===== src/rtl/network_pkg.sv =====
// Shared definitions for the Network control path: sequencer state encoding,
// default batch/gap/watchdog constants and a width helper.
package network_pkg;

    typedef enum logic [1:0] {
        IDLE   = 2'd0,
        RUN    = 2'd1,
        GAP    = 2'd2,
        FINISH = 2'd3
    } seq_state_t;

    localparam int unsigned RUNS_DEFAULT           = 3;
    localparam int unsigned GAP_CYCLES_DEFAULT     = 4;
    localparam int unsigned TIMEOUT_CYCLES_DEFAULT = 1024;

    // Index/counter width that never collapses to zero bits.
    function automatic int unsigned width_of(input int unsigned n);
        return (n > 1) ? $clog2(n) : 1;
    endfunction

endpackage


===== src/rtl/network_run_sequencer_rise_detect.sv =====
// Rising-edge detector for the Network done level; holds the done_q history register.
module rise_detect (
    input  logic clk,
    input  logic reset,
    input  logic d,
    output logic rise
);

    logic done_q;

    always_ff @(posedge clk or negedge reset) begin
        if (!reset) begin
            done_q <= 1'b0;
        end else begin
            done_q <= d;
        end
    end

    assign rise = d & ~done_q;

endmodule


===== src/rtl/network_run_sequencer.sv =====
// Runs Network RUNS times per go request with idle gaps, capturing each out bit.
// Optional per-run watchdog enabled by defining SEQ_TIMEOUT_EN.
module network_run_sequencer
    import network_pkg::*;
#(
    parameter int unsigned RUNS           = RUNS_DEFAULT,
    parameter int unsigned GAP_CYCLES     = GAP_CYCLES_DEFAULT,
    parameter int unsigned TIMEOUT_CYCLES = TIMEOUT_CYCLES_DEFAULT
) (
    input  logic                        clk,
    input  logic                        reset,
    input  logic                        go,
    input  logic                        net_done,
    input  logic                        net_out,
    output logic                        net_start,
    output logic                        busy,
    output logic                        batch_done,
    output logic [RUNS-1:0]             results,
    output logic [$clog2(RUNS+1)-1:0]   run_count,
    output logic                        timeout
);

    localparam int unsigned CW = $clog2(RUNS + 1);
    localparam int unsigned IW = width_of(RUNS);
    localparam int unsigned GW = width_of(GAP_CYCLES);
    localparam logic [IW-1:0] LAST_IDX = IW'(RUNS - 1);
    localparam logic [GW-1:0] GAP_LAST = GW'(GAP_CYCLES - 1);

    seq_state_t     state, state_n;
    logic [IW-1:0]  idx, idx_n;
    logic [GW-1:0]  gap_cnt, gap_n;
    logic [RUNS-1:0] results_n;
    logic [CW-1:0]  count_n;
    logic           net_rise;
    logic           done_rise;

    rise_detect u_rise (
        .clk   (clk),
        .reset (reset),
        .d     (net_done),
        .rise  (net_rise)
    );

    assign done_rise = net_rise & (state == RUN);

`ifdef SEQ_TIMEOUT_EN
    localparam int unsigned TW = width_of(TIMEOUT_CYCLES);
    localparam logic [TW-1:0] TOUT_LAST = TW'(TIMEOUT_CYCLES - 1);

    logic [TW-1:0] tcnt, tcnt_n;
    logic          timeout_n;

    always_ff @(posedge clk or negedge reset) begin
        if (!reset) begin
            tcnt    <= '0;
            timeout <= 1'b0;
        end else begin
            tcnt    <= tcnt_n;
            timeout <= timeout_n;
        end
    end
`else
    assign timeout = 1'b0;

    // Keeps the watchdog limit parameter referenced when the watchdog is absent.
    if (TIMEOUT_CYCLES == 0) begin : g_unused_timeout_limit
    end
`endif

    always_comb begin
        state_n   = state;
        idx_n     = idx;
        gap_n     = gap_cnt;
        results_n = results;
        count_n   = run_count;
`ifdef SEQ_TIMEOUT_EN
        tcnt_n    = tcnt;
        timeout_n = timeout;
`endif
        unique case (state)
            IDLE: begin
                if (go) begin
                    results_n = '0;
                    count_n   = '0;
                    idx_n     = '0;
`ifdef SEQ_TIMEOUT_EN
                    tcnt_n    = '0;
                    timeout_n = 1'b0;
`endif
                    state_n   = RUN;
                end
            end
            RUN: begin
                // The index parks on the last run so it never exceeds RUNS-1.
                if (done_rise) begin
                    results_n[idx] = net_out;
                    count_n        = run_count + 1'b1;
                    if (idx == LAST_IDX) begin
                        state_n = FINISH;
                    end else begin
                        idx_n   = idx + 1'b1;
                        gap_n   = '0;
                        state_n = GAP;
                    end
                end
`ifdef SEQ_TIMEOUT_EN
                else if (tcnt == TOUT_LAST) begin
                    timeout_n = 1'b1;
                    state_n   = FINISH;
                end else begin
                    tcnt_n = tcnt + 1'b1;
                end
`endif
            end
            GAP: begin
                if (gap_cnt == GAP_LAST) begin
                    state_n = RUN;
`ifdef SEQ_TIMEOUT_EN
                    tcnt_n  = '0;
`endif
                end else begin
                    gap_n = gap_cnt + 1'b1;
                end
            end
            FINISH: begin
                state_n = IDLE;
            end
            default: begin
                state_n = IDLE;
            end
        endcase
    end

    // Outputs are decoded from the next state so every output leaves a flop.
    always_ff @(posedge clk or negedge reset) begin
        if (!reset) begin
            state      <= IDLE;
            idx        <= '0;
            gap_cnt    <= '0;
            results    <= '0;
            run_count  <= '0;
            net_start  <= 1'b0;
            busy       <= 1'b0;
            batch_done <= 1'b0;
        end else begin
            state      <= state_n;
            idx        <= idx_n;
            gap_cnt    <= gap_n;
            results    <= results_n;
            run_count  <= count_n;
            net_start  <= (state_n == RUN);
            busy       <= (state_n != IDLE);
            batch_done <= (state_n == FINISH);
        end
    end

endmodule


===== config.mk =====
export PLATFORM = sky130hd
export DESIGN_NAME = network_run_sequencer
export DESIGN_NICKNAME = d
export VERILOG_FILES = /design/src/rtl/network_pkg.sv /design/src/rtl/network_run_sequencer_rise_detect.sv /design/src/rtl/network_run_sequencer.sv
export SDC_FILE = /design/constraint.sdc
export NUM_CORES = 1
export LEC_CHECK = 0
export ABC_AREA = 1
export CAP_MARGIN = 0
export CORE_MARGIN = 2
export CORE_UTILIZATION = 45
export CTS_CLUSTER_DIAMETER = 120
export DETAILED_ROUTE_END_ITERATION = 16
export PLACE_DENSITY_LB_ADDON = 0.3
export SLEW_MARGIN = 20
export SYNTH_ARGS = -nofsm -noshare
export SYNTH_HDL_FRONTEND = slang
export SYNTH_SLANG_ARGS = --single-unit

===== constraint.sdc =====
create_clock -name clk -period 1 [get_ports clk]
set_input_delay 0.2 -clock clk [delete_from_list [all_inputs] [get_ports clk]]
set_output_delay 0.2 -clock clk [all_outputs]
set_load 0.01 [all_outputs]

==> impl_metrics.toml <==
[synth]
synth_top_cell_by_area = "dfrtp_1"
synth_top_family_by_area = "simple AND/OR/NAND/NOR gates"
synthSimpleGateAreaFrac = 0.359
synthMuxAreaShare = 0
synth.area.top_cells = "dfrtp_1, nand2_1, ha_1"
synth_top_area_frac = 0.483
synth-adder-area-share = 0.0644
ys_warn_count = 0
synth_seq_area_share = 0.483
netlist-cell-type-count = 17
synth_compound_area_frac = 0
syn_avg_cell_area_um2 = 7.93
yosys.area_share.xor_xnor = 0.0113
syn_nets = 107
synth_seq_cells = 15
syn_area_um2 = 777
syn_inst = 98

[floorplanning]
initial_utilization = 0.465
die_area_um2 = 2080
core_region_area_um2 = 1670
die_h_um = 45.6
io_pins = 14
die_w_um = 45.6
row_count = 15

[detailed_routing]
wl_per_cell_um = 11.3
viasPerCell = 4.71
first_pass_iters = 4
drcViolationCount = 0
vias = 664
drt_iter0_drc = 15
detail-route-antenna-nets = 0
wirelength_mm = 1.59

[sta]
min_period_over_period = 1.12
setup_viol = 18
rsz0062_at_grt = "true"
holdWs_ns = 0.220
fin_ws_ns = -0.118
hold_violations = 0
skew_ns = 0.00160
fin_crit_ns = 1.12
clock.fmax_mhz = 894
maxSlewViolCount = 0
setup_tns_ns = -1.07

[clock_tree]
clk_path_buf_depth = 2
cts_hold_buf = 0
cts_sinks = 15
clk_latency_ns = 0.29
root_buffer = "clkbuf_4"
clkTransAtPathRegs_ns = 0.09
h-tree-depth = 1
numCtsBuffers = 3
cts_tree = "yes"

[global_routing]
overflow = 0
grt_pass1_wl_mm = 2.42
antenna_found_initial = 0
grt_pass1_vias = 607
grt_max_degree = 16
grt_usage = 0.168

[run]
maxCapViolCount = 0

[critical_path]
crit_fanout = 5
endpoint = "results[1]$_DFFE_PN0P_"
required_ns = 1.19
rr_endpoint = "results[1]$_DFFE_PN0P_"
cp_cell_sequence = "inv_2, nor2_4, nand2_4, nand2_4, nand2_1, nand2_1, nand2_1"
endpoint_kind = "flop"
worst-r2r-cell-count = 7
path_class = "reg2reg"
ff2ff_setup_slack_ns = -0.12
rr_startpoint = "state[0]$_DFF_PN0_"
start_kind = "flop"
path_common_cell = "nand2_1"
slowest_stage = "dfrtp_1"
crit_start = "state[0]$_DFF_PN0_"
arrival_ns = 1.30
cpPeakStageDelay_ns = 0.40

[finish]
final_core_util = 0.622
area_delta_synth_final_pct = 33.7
n_antenna_cell = 0
layout_commonest_cell = "nand2_1"
final_cell_mix = "nand2_1, dfrtp_1, buf_4, inv_2, buf_2"
fin_nets = 134
drive_above_1_share = 0.403

[pwr]
switching_share = 0.430
pwr-share-comb = 0.542
p_per_area_nw_per_um2 = 2780
intPower_mw = 1.65
clockPowerShare = 0.121
p_sw_mw = 1.24
cellLeakagePower_nw = 0.595
p_total_mw = 2.89
power_frac_seq = 0.337
peakVddDrop_v = 0.00140

[placed_design]
routabilityCongestion = 0.788
dp_hpwl_mm = 1.13
portBuffers = 12
place_ws_ns = -0.371

[outcome]
violations = "negative setup slack"
run_status = "finished, violations left"

[hold_path]
hold_path.class = "in2async"
[worst min-delay path by stage]
stage | start | end | slack, ns | cells past startpoint
4_1_cts | reset | net_start$_DFF_PN0_ | 0.22 | 2
3_3_place_gp | results[2]$_DFFE_PN0P_ | results[2]$_DFFE_PN0P_ | 0.46 | 2
2_1_floorplan | reset | batch_done$_DFF_PN0_ | -0.1 | 0
5_1_grt | reset | u_rise.done_q$_DFF_PN0_ | 0.25 | 2
6_report | reset | net_start$_DFF_PN0_ | 0.22 | 2
3_5_place_dp | results[2]$_DFFE_PN0P_ | results[2]$_DFFE_PN0P_ | 0.46 | 2
[routing by layer]
layer  global-route usage  wire (um)  up-vias
li1                     -          -      345
met3               0.0476         71        5
met5                    0          0        -
met2                0.279        793       19
met1                0.195        689      295
met4               0.0882         40        0
[cell type report]
type | count | area, um^2
fill | 142 | 632
multi-input combinational | 69 | 405
sequential | 15 | 377
timing repair buffer | 22 | 155
inverter | 14 | 52.6
clock buffer | 3 | 22.5
tap | 17 | 21.3
clock inverter | 1 | 5.00
[cell families (layout without fill, tap and decap cells)]
family | Yosys count | in the layout
and+or+nand+nor | 62 | 63
other | 1 | 1
buffers and inverters | 15 | 40
xor gates and xnor gates | 1 | 1
adders and majority gates | 4 | 4
DFF | 15 | 15
[Yosys cell counts]
| cell | n |
|---|---|
| inv_2 | 4 |
| nor2_4 | 1 |
| dfrtp_1 | 15 |
| nand3_2 | 1 |
| nand2_1 | 39 |
| xor2_1 | 1 |
| nand2_4 | 1 |
| buf_4 | 1 |
| nor2_1 | 7 |
| nand3_1 | 6 |
| nand2_2 | 2 |
| nand4_1 | 2 |
| or2_1 | 2 |
| nor2_2 | 1 |
| conb_1 | 1 |
| ha_1 | 4 |
| inv_1 | 10 |
[flip-flops by register name (all words and copies together) (netlist names)]
name / flops
results: 3
batch_done: 1
u_rise.done_q: 1
gap_cnt: 2
busy: 1
run_count: 2
idx: 2
state: 2
net_start: 1
[critical path, delay by kind of cell (launching register included)]
kind | cells | cell delay [ns]
buf+inv | 1 | 0.09
simple gates | 6 | 0.52
flops | 1 | 0.40
[power groups by stage]
stage               Clock (mW)  Combinational [mW]  Sequential (mW)
finish                   0.349                1.57            0.974
global route             0.382                1.76            0.993
CTS                      0.359                1.48            0.972
detailed placement           0                1.48            0.986
global placement             0                1.45            0.974
floorplan                    0               0.826             1.04
[through the flow]
stage | cell area (um^2) | instances
after detailed placement | 998 | 134
final | 1040 | 141
after global routing | 1040 | 141
after global placement | 998 | 134
after floorplan | 805 | 98
after CTS | 1010 | 140
[timing repair]
| action | CTS | global route |
|---|---|---|
| endpoints found under the setup margin | 20 | 22 |
| pin swaps | 0 | 2 |
| cloned | 0 | 1 |
| resized for setup | 37 | 7 |
| buffers inserted | 2 | 0 |
No activity file was read; power rests on OpenSTA's default activity.
==> edit (same flow settings) <==
One comparison of `idx` changes from == to >=.
--- a/src/rtl/network_run_sequencer.sv
+++ b/src/rtl/network_run_sequencer.sv
@@ -95,7 +95,7 @@
                 if (done_rise) begin
                     results_n[idx] = net_out;
                     count_n        = run_count + 1'b1;
-                    if (idx == LAST_IDX) begin
+                    if (idx >= LAST_IDX) begin
                         state_n = FINISH;
                     end else begin
                         idx_n   = idx + 1'b1;
Formal check against the unedited RTL: no difference found for any inputs over 10 cycles, from zero or initial values and one cycle with reset low; that may be too few to reach the edited logic, so the function may still have changed.
==> edit against the original RTL <==
- power increased by 41%
- synthesized area increased by 3.9%
- first-iteration DRC count is 27% lower
- worst hold slack improved by 0.013 ns
- critical path depth rose by 1
- largest power group unchanged
- the run still ends with setup timing left
- sequential power rose by 6%
- setup slack got worse by 0.051 ns
- highest routed layer unchanged
- sequential cell count did not move
- cell area increased by 27%
- utilization increased by 15 points
- routed wire length rose by 34%
==> edit: results (changes against the original RTL) <==
| Metric | Value |
|---|---|
| Status | finished, violations left (unchanged) |
| Violated checks | setup timing (unchanged) |
| Final Util | 0.769 (was 0.622) |
| Residual DRC | 0 (unchanged) |
| Setup_tns | -1.73 ns (was -1.07 ns) |
| Cts-stage hold buffer count | 0 (unchanged) |
| DRT iter0 DRCs | 11 (was 15) |
| Post-synth net total | 112 (was 107) |
| Worst VDD drop | 2.02 mV (was 1.40 mV) |
| Synth area leaders | dfrtp_1 (47%), nand2_1 (17%), inv_1 (6.5%) (was dfrtp_1 (48%), nand2_1 (19%), ha_1 (6.4%)) |
| Vias | 822 (was 664) |
| Worst setup path start | net_done (was state[0]) |
| R2R depth | 7 (unchanged) |
| Setup slack after layout | -0.170 ns (was -0.118 ns) |
| Hpwl dp | 1.26 mm (was 1.13 mm) |
| Final setup fails | 19 (was 18) |
| Sequential area share after synthesis | 0.465 (was 0.483) |
| P_leak | 0.695 nW (was 0.595 nW) |
| Worst Skew | 0.00349 ns (was 0.00160 ns) |
| Top cells by count, synth | nand2_1 (36), dfrtp_1 (15), inv_1 (14) (was nand2_1 (39), dfrtp_1 (15), inv_1 (10)) |
| Global-route wire length before repair | 3.11 mm (was 2.42 mm) |
| Final Wtd Congestion | 0.813 (was 0.788) |
| Placed inst area | 1070 sq um (was 998 sq um) |
| Fin nets | 151 (was 134) |
| Maximum fanout along the worst path | 6 (was 5) |
| Total GRT Usage | 0.207 (was 0.168) |
| Fillers | 117 (was 142) |
| Worst EP arrival | 1.35 ns (was 1.30 ns) |
| Crit start category | input port (was flip-flop) |
| R2R Setup Slk | -0.16 ns (was -0.12 ns) |
| Vias in the first global route | 780 (was 607) |
| Final WL | 2.14 mm (was 1.59 mm) |
==> edit: cells by family after synthesis <==
logic type / synth area share
other cells: 0.00465
fa+ha+maj: 0.0620
buf+inv: 0.0977
flops: 0.465
simple gates: 0.353
compound gates: 0.00620
xor+xnor: 0.0109
==> edit: power by group <==
part	leakage [nW]	switching (mW)	internal, mW
Combinational	0.485	1.50	1.18
Clock	0.0177	0.197	0.149
Sequential	0.192	0.187	0.846
==> edit: per-stage QoR <==
stage / hold WS [ns] / worst slack (ns) / cells
after detailed placement: 0.489 / -0.460 / 153
final: 0.233 / -0.170 / 166
after floorplan: -0.0956 / -0.104 / 103
after global routing: 0.237 / -0.219 / 166
after CTS: 0.232 / -0.126 / 163
after global placement: 0.459 / -0.392 / 153
==> edit: worst max-delay path, cell delays in order <==
cell	delay [ns]
clkdlybuf4s50_1	0.48
inv_1	0.06
nor2_2	0.20
nand2_4	0.10
nand2_4	0.11
nand2_2	0.06
nand2_1	0.07
nand2_1	0.06
==> edit: what timing repair did <==
| item | CTS | global route |
|---|---|---|
| pin swaps | 13 | 14 |
| setup buffers | 5 | 3 |
| endpoints found under the setup margin | 22 | 22 |
| cloned | 1 | 0 |
| gates resized for setup | 62 | 23 |
==> edit: layout make-up <==
| type | instances | area share |
|---|---|---|
| Multi-Input combinational cell | 71 | 0.399 |
| Sequential cell | 15 | 0.287 |
| Tap cell | 25 | 0.0238 |
| Clock buffer | 3 | 0.0171 |
| Clock inverter | 1 | 0.00381 |
| Inverter | 16 | 0.0533 |
| Timing Repair Buffer | 35 | 0.216 |
==> edit: per-layer routing <==
layer	global-route usage	wire, um	vias up
met2	0.397	1210	19
met5	0	0	-
met1	0.213	804	402
met4	0.0971	40	0
met3	0.0314	83	6
li1	-	-	395
